## src/rtl/c2f_chunk_consumer.sv

```systemverilog
// c2f_chunk_consumer: drains pending chunks from the C2F burst RAM, acks each, keeps a running checksum.
// Optional C2F_CONSUMER_PERF_EN adds an idleCycles counter of empty-ring IDLE cycles.
module c2f_chunk_consumer #(
    parameter int IDX_NBITS   = 3,
    parameter int OFF_NBITS   = 4,
    parameter int DATA_NBITS  = 64,
    parameter int RAM_LATENCY = 1
) (
    input  logic                  sysClk,
    input  logic                  sysRst_n,
    input  logic [IDX_NBITS-1:0]  wrIndex,
    output logic [IDX_NBITS-1:0]  rdIndex,
    output logic [OFF_NBITS-1:0]  rdOffset,
    input  logic [DATA_NBITS-1:0] rdData,
    output logic                  dtAck,
    output logic [DATA_NBITS-1:0] csData,
    output logic                  csValid,
    input  logic                  csReset,
    input  logic [31:0]           countInit
`ifdef C2F_CONSUMER_PERF_EN
    ,
    output logic [31:0]           idleCycles
`endif
);
    typedef enum logic [1:0] {IDLE, READ, DRAIN, ACK} state_e;
    state_e                  state_q, state_d;
    logic [IDX_NBITS-1:0]    idx_q, idx_d;
    logic [OFF_NBITS-1:0]    off_q, off_d;
    logic [RAM_LATENCY-1:0]  vpipe_q, vpipe_d, vpipe_shift;
    logic [DATA_NBITS-1:0]   sum_q, sum_d;
    logic [31:0]             cnt_q, cnt_d;
    logic                    cs_valid_q, cs_valid_d;
    logic                    load_q;
    logic                    issue, empty, acc;
    assign empty       = wrIndex == idx_q;
    assign vpipe_shift = vpipe_q << 1;
    assign vpipe_d     = vpipe_shift | RAM_LATENCY'(issue);
    always_comb begin
        state_d = state_q;
        idx_d   = idx_q;
        off_d   = off_q;
        issue   = 1'b0;
        dtAck   = 1'b0;
        case (state_q)
            IDLE:  state_d = empty ? IDLE : READ;
            READ: begin
                issue   = 1'b1;
                off_d   = off_q + 1'b1;
                state_d = &off_q ? DRAIN : READ;
            end
            // leave once the last issued read has reached the tap
            DRAIN: state_d = (vpipe_shift == '0) ? ACK : DRAIN;
            ACK: begin
                dtAck   = 1'b1;
                idx_d   = idx_q + 1'b1;
                state_d = IDLE;
            end
            default: state_d = IDLE;
        endcase
    end
    assign acc = vpipe_q[RAM_LATENCY-1] && !cs_valid_q && cnt_q != 32'd0;
    always_comb begin
        sum_d      = sum_q;
        cnt_d      = cnt_q;
        cs_valid_d = cs_valid_q;
        if (load_q || csReset) begin
            sum_d      = '0;
            cnt_d      = countInit;
            cs_valid_d = 1'b0;
        end else if (acc) begin
            sum_d      = sum_q + rdData;
            cnt_d      = cnt_q - 32'd1;
            cs_valid_d = cnt_q == 32'd1;
        end
    end
    always_ff @(posedge sysClk or negedge sysRst_n) begin
        if (!sysRst_n) begin
            state_q    <= IDLE;
            idx_q      <= '0;
            off_q      <= '0;
            vpipe_q    <= '0;
            sum_q      <= '0;
            cnt_q      <= '0;
            cs_valid_q <= 1'b0;
            load_q     <= 1'b1;
        end else begin
            state_q    <= state_d;
            idx_q      <= idx_d;
            off_q      <= off_d;
            vpipe_q    <= vpipe_d;
            sum_q      <= sum_d;
            cnt_q      <= cnt_d;
            cs_valid_q <= cs_valid_d;
            load_q     <= 1'b0;
        end
    end
    assign rdIndex  = idx_q;
    assign rdOffset = off_q;
    assign csData   = sum_q;
    assign csValid  = cs_valid_q;
`ifdef C2F_CONSUMER_PERF_EN
    logic [31:0] perf_q, perf_d;
    always_comb begin
        perf_d = perf_q;
        if (csReset)
            perf_d = '0;
        else if (state_q == IDLE && empty && !(&perf_q))
            perf_d = perf_q + 32'd1;
    end
    always_ff @(posedge sysClk or negedge sysRst_n) begin
        if (!sysRst_n)
            perf_q <= '0;
        else
            perf_q <= perf_d;
    end
    assign idleCycles = perf_q;
`endif
endmodule
```

## config.mk

```make
export PLATFORM = sky130hd
export DESIGN_NAME = c2f_chunk_consumer
export DESIGN_NICKNAME = d
export VERILOG_FILES = /design/src/rtl/c2f_chunk_consumer.sv
export SDC_FILE = /design/constraint.sdc
export NUM_CORES = 1
export LEC_CHECK = 0
export BUFFER_PORTS_ARGS = -buffer_cell sky130_fd_sc_hd__buf_2
export CORE_MARGIN = 3
export CORE_UTILIZATION = 61
export CTS_CLUSTER_SIZE = 12
export DETAILED_ROUTE_END_ITERATION = 6
export GPL_TIMING_DRIVEN = 0
export PLACE_DENSITY = 0.94
export SYNTH_ARGS = -nofsm -noshare
export SYNTH_HDL_FRONTEND = slang
export SYNTH_SLANG_ARGS = --single-unit
```

## constraint.sdc

```tcl
create_clock -name sysClk -period 8.4 [get_ports sysClk]
set_input_delay 0.84 -clock sysClk [delete_from_list [all_inputs] [get_ports sysClk]]
set_output_delay 0.84 -clock sysClk [all_outputs]
set_load 0.01 [all_outputs]
```

* Word-level counts from Yosys, hierarchy flattened
Index checks and enable logic that the tools add are counted.
** Cells by class
- Muxes and demuxes :: 11
- Add/sub/neg operators :: 4
- Equal/unequal tests :: 5
- Reductions and logical operators :: 8
** Operators by type and width (count)
- two-way mux 64 bit :: 2
- adder 64 bit :: 1
- two-way mux 32 bit :: 2
- == test 32 x 1 -> 1 bit (second input constant) :: 1
- nonzero test 32 bit :: 1
- subtractor 32 x 1 -> 32 bit (second input constant) :: 1
- one-hot mux 2 bit (4 select lines) :: 1
- two-way mux 1 bit :: 5
- adder 4 x 1 -> 4 bit (second input constant) :: 1
- == test 2 bit (second input constant) :: 2
- AND reduction 4 bit :: 1
- adder 3 x 1 -> 3 bit (second input constant) :: 1
- == test 3 bit :: 1
- == test 2 x 1 -> 1 bit (second input constant) :: 1
- logical AND 1 bit :: 2
- logical NOT 2 bit :: 1
- two-way mux 2 bit :: 1
- nonzero test 2 bit :: 1
- logical NOT 1 bit :: 1
- logical OR 1 bit :: 1
** Word-level totals
- Word-level logic and storage cells :: 36
- Output and inout bits :: 73
- Bits in registers :: 108

* Longest topological paths before layout
Gate-level depths: netlist (run 1).
- Depth after elaboration :: 5
- Mapped depth :: 14
- Depth with buffers taken out :: 14

* Worst setup path after synthesis (run 1)
No wires, ideal clock.
- Path type :: input to register
- Start point :: in rdData[0]
- End point :: reg sum_q[62], in the netlist csData[62]
- Buffers on the path :: 0
- Setup time :: 126 ps
- Data required time :: 8274 ps
- Arrival time :: 3572 ps
- Path slack :: 4703 ps
- Stages :: 14
- Cells stage by stage :: ha_1 -> inv_1 -> fa_1 -> nor2b_1 -> o2111a_1 -> o311a_1 -> a211oi_2 -> or4_4 -> a21oi_2 -> o2111ai_1 -> and4_1 -> o41ai_2 -> xnor2_1 -> o21ai_1
** On the way
- Word-level cells in the longest chain between the ends :: 3
** RTL lines
- start, declared :: RTL line 14 : input logic [DATA_NBITS-1:0] rdData,
- adder 64 bit :: RTL line 71 : sum_d = sum_q + rdData;
- two-way mux 64 bit :: RTL line 70 : end else if (acc) begin
- two-way mux 64 bit :: RTL line 66 : if (load_q || csReset) begin
- end signal, assigned :: RTL line 91 : sum_q <= sum_d;
- end, declared :: RTL line 30 : logic [DATA_NBITS-1:0] sum_q, sum_d;
No other way between the ends. The select of a mux whose other input is x is not followed.
A chain may end at the register's enable or synchronous reset.

* Final worst setup path (run 1)
- Start point :: in rdData[37]
- End point :: reg sum_q[56], in the netlist csData[56]
The elaborated chain is that of the path after synthesis.

==> results.md, run 1 <==
- Biggest area consumer among synthesized cells: dfrtp_1
- Final clock skew: 6.839 ps
- Reg clk slew, reported paths: 70 ps
- DRC violations left: 0
- Row cnt: 42
- Critical path fanouts, max: 8
- GR Overflow Total: 0
- Synth area leaders: dfrtp_1 (32%), ha_1 (10%), nand2_1 (8.2%), a21oi_1 (6.8%), xnor2_1 (6.1%)
- Total Wirelength: 23,400 um
- CTS resizes: 0
- Yosys cell types: 67
- Post-Syn Area: 8325 um^2
- Hold-fix buffers, CTS: 0
- Setup Fix Bufs, Post-CTS: 0
- CTS Sinks: 108
- Placer congestion estimate: 0.9638
- Worst IR Drop VDD: 0.2416 mV
- CTS root buf: clkbuf_16
- Dominant synthesized flop cell: dfrtp_1
- Worst path max stage delay: 640 ps
- Vias in the first global route: 7,926
- Boundary Pins: 175
- Clock buffer depth: 2
- Chip Height: 122.8 um
- CP cell instances: buf_2, ha_1, clkbuf_1, a21oi_1, o21ai_0, o311ai_1, a31oi_1, a2111oi_0, a21oi_2, o21ai_0, a21oi_1, or3_1, nand3_1, a21oi_1
- Share of cells above drive strength 1: 17.68%
- Post-synth top area share: 32.16%
- Drt pass-1 iters: 6
- Worst Path Arrival: 4200 ps
- Most frequent cells after synthesis: nand2_1 (181), a21oi_1 (113), dfrtp_1 (107), ha_1 (68), o21ai_0 (67)
- CTS tree: done
- Area Overhead vs Synth: 17.34%
- Critical path launch point type: input pin
- Post-DR vias/cell: 6.047
- Initial detailed-routing violation count: 650
- H-tree lvl count: 3
- Die X: 122.8 um
- DR vias: 8,430
- Total CTS buffers: 9
- Total Routing Usage GR: 30.94%
- FFs w/ async S/R, synth: 100.0%
- WS Path Type: in -> reg
- Final number of hold-violating endpoints: 0
- Slew Limit Headroom: 42.42%
- Ys Warns: 0
- Synth Area per Inst: 8.122 um^2
- DP HPWL: 18,090 um
- Worst Hold Class: reg -> reg
- #FFs+latches synth: 108
- Critical path's most frequent cell: a21oi_1
- Largest net degree at the start of global routing: 61
- Fin crit period: 3980 ps
- Worst skew pair latency: 360 ps
- Nets: 1,382
- Slowest CP cell: a2111oi_0
- Required @ worst endpoint: 8620 ps
- DRT antenna net count: 0
- Initial antenna violation count: 1
- Number of synthesized flops with an enable pin: 0
- Final Worst Setup Slack: 4420 ps
- FMAX: 251.2 MHz
- Sequential area share after synthesis: 32.48%
- CORE AREA: 13,300 um^2
- First-pass GRT wire length: 37,500 um
- Leak pwr: 0.004903 uW
- Slew Limit Fails: 0
- Nature of the critical path endpoint: flop
- Setup-failing EPs final: 0
- Count leader, synth: nand2_1
- Post-Syn Nets: 1,196
- Die footprint: 15,090 um^2
- Actual slew at the worst max-slew pin: 855.8 ps
- Max-Cap Viols: 0
- RSZ-0062 raised after global routing: false
- Total negative slack: 0 ps
- Initial Util: 62.62%
- Crit share post-route: 47.39%
- Avg WL per Cell: 16.78 um
- Outcome: complete, no violations
- Syn Inst Count: 1,025
- Pwr dens: 218.0 nW/um^2
- PortBufs: 174
- Post-Place Setup Slack: 4153 ps
[logic make-up (layout without fill, tap and decap cells)]
kind of cell	Yosys count	in the layout	synth area share [%]
AOI/OAI and AO/OA	313	313	22.99
xor gates and xnor gates	89	89	9.363
adders and majority gates	69	69	10.46
buffers and inverters	63	254	2.916
DFF	108	108	32.48
muxes	5	5	0.6462
other	1	3	0.04504
and+or+nand+nor	377	377	21.10
[report_power, final]
| part | switching [uW] | total (uW) | leakage, uW | internal [uW] |
|---|---|---|---|---|
| registers | 81.5 | 686 | 0.00139 | 605 |
| logic | 601 | 983 | 0.00335 | 382 |
| clock network | 214 | 461 | 0.000158 | 247 |
[critical path, delay by kind of cell]
family / cells / cell delay [ps]
AO/OA/AOI/OAI: 9 / 2370
adder cells (fa/ha/maj): 1 / 280
AND/OR/NAND/NOR: 2 / 410
buffers and inverters: 2 / 290
[final cells by class]
class	count	area, um^2
Antenna cell	2	5.005
Buffer	45	175.2
Clock buffer	10	239.0
Clock inverter	6	78.83
Fill cell	1036	3526
Inverter	18	67.56
Multi-Input combinational cell	854	5379
Sequential cell	108	2704
Tap cell	176	220.2
Timing Repair Buffer	175	900.9
[worst paths after layout]
kind / from / endpoint / slack [ps] / cells after the start
worst min-delay path: rdOffset[3] / rdOffset[3] / 500 / 1
worst min register to register: rdOffset[3] / rdOffset[3] / 500 / 1
worst max register to register: csData[37] / csData[56] / 4570 / 13
min in group asynchronous: sysRst_n / csData[39] / 510 / 1
worst max-delay path: rdData[37] / csData[56] / 4420 / 14
max in group asynchronous: sysRst_n / csData[12] / 7160 / 2
[per-stage QoR]
step / total power (uW) / cell area [um^2] / std cells / util, % / hold slack [ps]
finish: 2130 / 9769 / 1394 / 73.48 / 504.4
floorplan: 1364 / 8325 / 1025 / - / 483.9
CTS: 2127 / 9764 / 1392 / 73.44 / 506.0
global placement: 1627 / 9417 / 1375 / 70.83 / 484.1
detailed placement: 1663 / 9447 / 1376 / 71.05 / 494.1
global route: 2283 / 9767 / 1393 / 73.46 / 547.4
[registers in the layout (all words and copies together) (netlist names), named ones only]
register	count
rdIndex	3
state_q	1
rdOffset	4
csValid	1
load_q	1
vpipe_q	1
csData	64
cnt_q	32
[layer usage]
layer  share of wire (%)  global-route usage, %
met1                  42                  40.71
met4                 3.4                  13.37
met3                 7.7                  4.839
met5                   0                      0
met2                  47                  50.56
[cells in the final DEF (no fill, tap or decap), types with 3 or more instances in the layout]
cell type	instances
nand3_1	27
inv_1	18
o21a_1	5
nand4_1	14
a211oi_1	11
nor4_1	12
a41oi_1	5
a21boi_0	3
nand2_1	181
nand2b_1	10
a211o_1	4
and2_1	9
dfrtp_1	107
and3_1	12
buf_1	5
or4_1	3
nor2b_1	8
o21ai_0	67
and4_1	3
o211ai_1	4
xor2_1	31
xnor2_1	58
o21ai_1	11
or2_2	7
a21oi_1	113
a21o_1	30
clkbuf_1	35
nor2_1	52
nor3_1	18
or3_1	10
buf_2	177
a31oi_1	19
mux2_2	3
o21bai_1	15
ha_1	68
clkbuf_16	9
o31ai_1	5
No activity file was read; power rests on OpenSTA's default activity.
==> inputs of run 2 (changes only) <==
ABC_AREA = 1   (was not set)
CORE_UTILIZATION = 53   (was 61)
PLACE_DENSITY = 0.85   (was 0.94)
clock period = 3.55 ns   (was 8.4 ns; I/O delays follow)
==> run 2 against run 1 <==
  * Setup slack worse by 3500 ps
  * Design area rose by 26%
  * Sequential share of layout area fell by 5.6 points
  * Die area rose by 45%
  * Global-route usage decreased by 0.21 points
  * Sequential cell count unchanged
  * Wire length up 45%
  * Clock skew grew 7.7 ps
  * Cell count rose by 67%
  * Synthesized cell count rose by 83%
  * First-iteration DRC count up 49%
  * Critical endpoint is now csData[48]
==> results.md, run 2 <==
- Setup-failing EPs final: 0
- CORE AREA: 19,650 um^2
- Fin crit period: 2581 ps
- GR Overflow Total: 0
- Reg2Reg Depth: 10
- Clock buffer depth: 2
- Reg clk slew, reported paths: 80 ps
- Boundary Pins: 175
- Die footprint: 21,890 um^2
- Delay-heaviest family, CP: simple AND/OR/NAND/NOR gates
- Clock share of power: 22.5%
- PortBufs: 174
- Synth Area per Inst: 5.705 um^2
- Max-Cap Viols: 0
- Reg2Reg Launch Point: cnt_q[0]
- Post-Place Setup Slack: 979.6 ps
- N_diodes: 0
- Yosys cell types: 37
- Slowest CP cell: nor2_2
- Worst skew pair latency: 370 ps
- Initial detailed-routing violation count: 967
- Post-Syn Nets: 2,043
- HP Start: countInit[21]
- Most frequent cells after synthesis: nand2_1 (813), inv_1 (360), nor2_1 (178), dfrtp_1 (107), nand3_1 (101)
- Nets: 2,230
- Die X: 147.9 um
- Share of cells above drive strength 1: 10.32%
- Total CTS buffers: 9
- Count leader, synth: nand2_1
- Cell Int Power: 2945 uW
- Critical path launch point type: flop
- #FFs+latches synth: 108
- H-tree lvl count: 3
- CP bufs+invs: 2
- Switching Share: 44.74%
- Worst Path Arrival: 2890 ps
- Max reg flops: 64
- Metal1 wirelength: 14,780 um
- DR vias: 11,970
- Critical path's most frequent cell: nand2_1
- WS Path Type: reg -> reg
- Avg WL per Cell: 14.52 um
- Hold path endpoint: cnt_q[21]
- Ys Warns: 0
- Worst reg2reg path endpoint: csData[48]
- CTS root buf: clkbuf_16
- First-pass GRT wire length: 53,520 um
- Row cnt: 51
- CTS Sinks: 108
- Post-synth top area share: 28.58%
- Part of the power in registers: 31.1%
- Drt pass-1 iters: 5
- Sequential area share after synthesis: 25.32%
- Final Worst Setup Slack: 969.3 ps
- Outcome: complete, no violations
- CTS resizes: 0
- Critical path fanouts, max: 10
- Synth area leaders: nand2_1 (29%), dfrtp_1 (25%), inv_1 (13%), ha_1 (8.0%), nor2_1 (6.3%)
- Leak pwr: 0.007491 uW
- Syn Inst Count: 1,872
- Post-DR vias/cell: 5.141
- Nature of the critical path endpoint: flop
- Chip Height: 147.9 um
- Pwr dens: 434.3 nW/um^2
- Total Routing Usage GR: 30.73%
- Switching pwr: 2384 uW
- Worst Hold Class: in -> reg
- DRC violations left: 0
- Worst R2R Setup Slack: 970 ps
- Met2 Routed Length: 14,530 um
- Area Overhead vs Synth: 14.92%
- Highest metal layer with signal wires: met5
- Total Wirelength: 33,820 um
- Comb power frac: 46.4%
- CP cell instances: inv_1, ha_1, nand2_1, nor2_1, nand2_1, o21ai_2, nor2_2, clkbuf_1, nand3_1, nand2_1
- Most common cell after layout, fill and taps aside: nand2_1
- Required @ worst endpoint: 3850 ps
- Post-Syn Area: 10,680 um^2
- Total negative slack: 0 ps
- Crit share post-route: 72.70%
- Worst IR Drop VDD: 0.4152 mV
- Slew Limit Fails: 0
- Largest net degree at the start of global routing: 73
- Placer congestion estimate: 1.027
- Actual slew at the worst max-slew pin: 759.2 ps
- Biggest area consumer among synthesized cells: nand2_1
- Initial Util: 54.34%
- DP HPWL: 27,900 um
- DRT antenna net count: 0
- Final number of hold-violating endpoints: 0
- RSZ-0062 raised after global routing: false
- Hold path depth: 3
- Commonest cells after routing, fill and taps aside: nand2_1 (813), inv_1 (360), nor2_1 (178), buf_2 (178), dfrtp_1 (107)
- Slew Limit Headroom: 49.33%
- Worst path max stage delay: 590 ps
- Final clock skew: 14.55 ps
- Dominant synthesized flop cell: dfrtp_1
- Initial antenna violation count: 1
- Vias in the first global route: 10,850
- CTS tree: done
- Metal3 WL: 3470 um
- FFs w/ async S/R, synth: 100.0%
- FMAX: 387.5 MHz
- Number of synthesized flops with an enable pin: 0
==> run 2: cell count changes after synthesis, sizes merged, moves of 18 or more <==
| cell | change |
|---|---|
| a21o | -30 |
| nor2 | +127 |
| nand3 | +74 |
| a21oi | -59 |
| a31oi | -18 |
| nand2 | +633 |
| clkbuf | -28 |
| o21ai | -35 |
| inv | +344 |
| xnor2 | -29 |
==> run 2: kinds of logic (layout without fill, tap and decap cells) <==
family	Yosys count	in the layout	synth area share, %
other	1	1	0.03512
AO/OA/AOI/OAI	134	134	7.065
XOR/XNOR	46	46	3.773
adder cells (fa/ha/maj)	69	69	8.155
flip-flops	108	108	25.32
buffers and inverters	384	576	14.05
AND/OR/NAND/NOR	1130	1130	41.61
==> run 2: stage by stage <==
stage                     power, uW  util, %  hold slack, ps  area (um^2)  cells
after floorplan                3304        -           59.41        10680   1872
after global placement         4044    60.45           485.3        11880   2311
after detailed placement       4106    60.63           282.5        11920   2312
after CTS                      5310    62.44           212.2        12270   2329
after global routing           5732    62.44           235.8        12270   2329
final                          5329    62.44           213.8        12270   2329
==> run 2: area by class of cell <==
cell class              count  area [um^2]
fillers                  1984         7382
well taps                 265        331.6
repair buffers            176        914.6
clock inverters             7        121.4
plain buffers              22        141.4
multi-input cells        1380         6475
clock buffers               9        225.2
inverters                 362         1359
flip-flops and latches    108         2704
==> run 2: how the worst max path moves through the flow <==
stage	startpoint	to	slack (ps)	cells past startpoint
global placement	sysRst_n	cnt_q[6]	750	1
CTS	cnt_q[0]	csData[48]	1020	10
detailed placement	rdData[0]	csData[44]	980	16
global route	cnt_q[0]	csData[48]	830	10
finish	cnt_q[0]	csData[48]	970	10
floorplan	csData[0]	csData[56]	1560	15
==> run 2: per-layer routing <==
| metal | vias up | GRT usage, % |
|---|---|---|
| met4 | 2 | 10.25 |
| met2 | 494 | 47.90 |
| met3 | 78 | 5.487 |
| li1 | 6057 | - |
| met1 | 5343 | 43.37 |
| met5 | - | 0 |
==> run 2: what timing repair did <==
item / 4_1_cts / 5_1_grt
setup buffers: 0 / 0
hold endpoints to repair: 36 / 0
hold buffers: 1 / 0
==> run 2: tightest hold or removal path: stages <==
cell and delay (ps):
buf_2 80, nand2_1 40, nand3_1 70
==> run 2: power groups by stage <==
stage / sequential, uW / combinational (uW) / clock (uW)
floorplan: 1710 / 1590 / 0
global placement: 1670 / 2380 / 0
detailed placement: 1680 / 2430 / 0
CTS: 1660 / 2440 / 1210
global route: 1690 / 2790 / 1260
finish: 1660 / 2470 / 1200
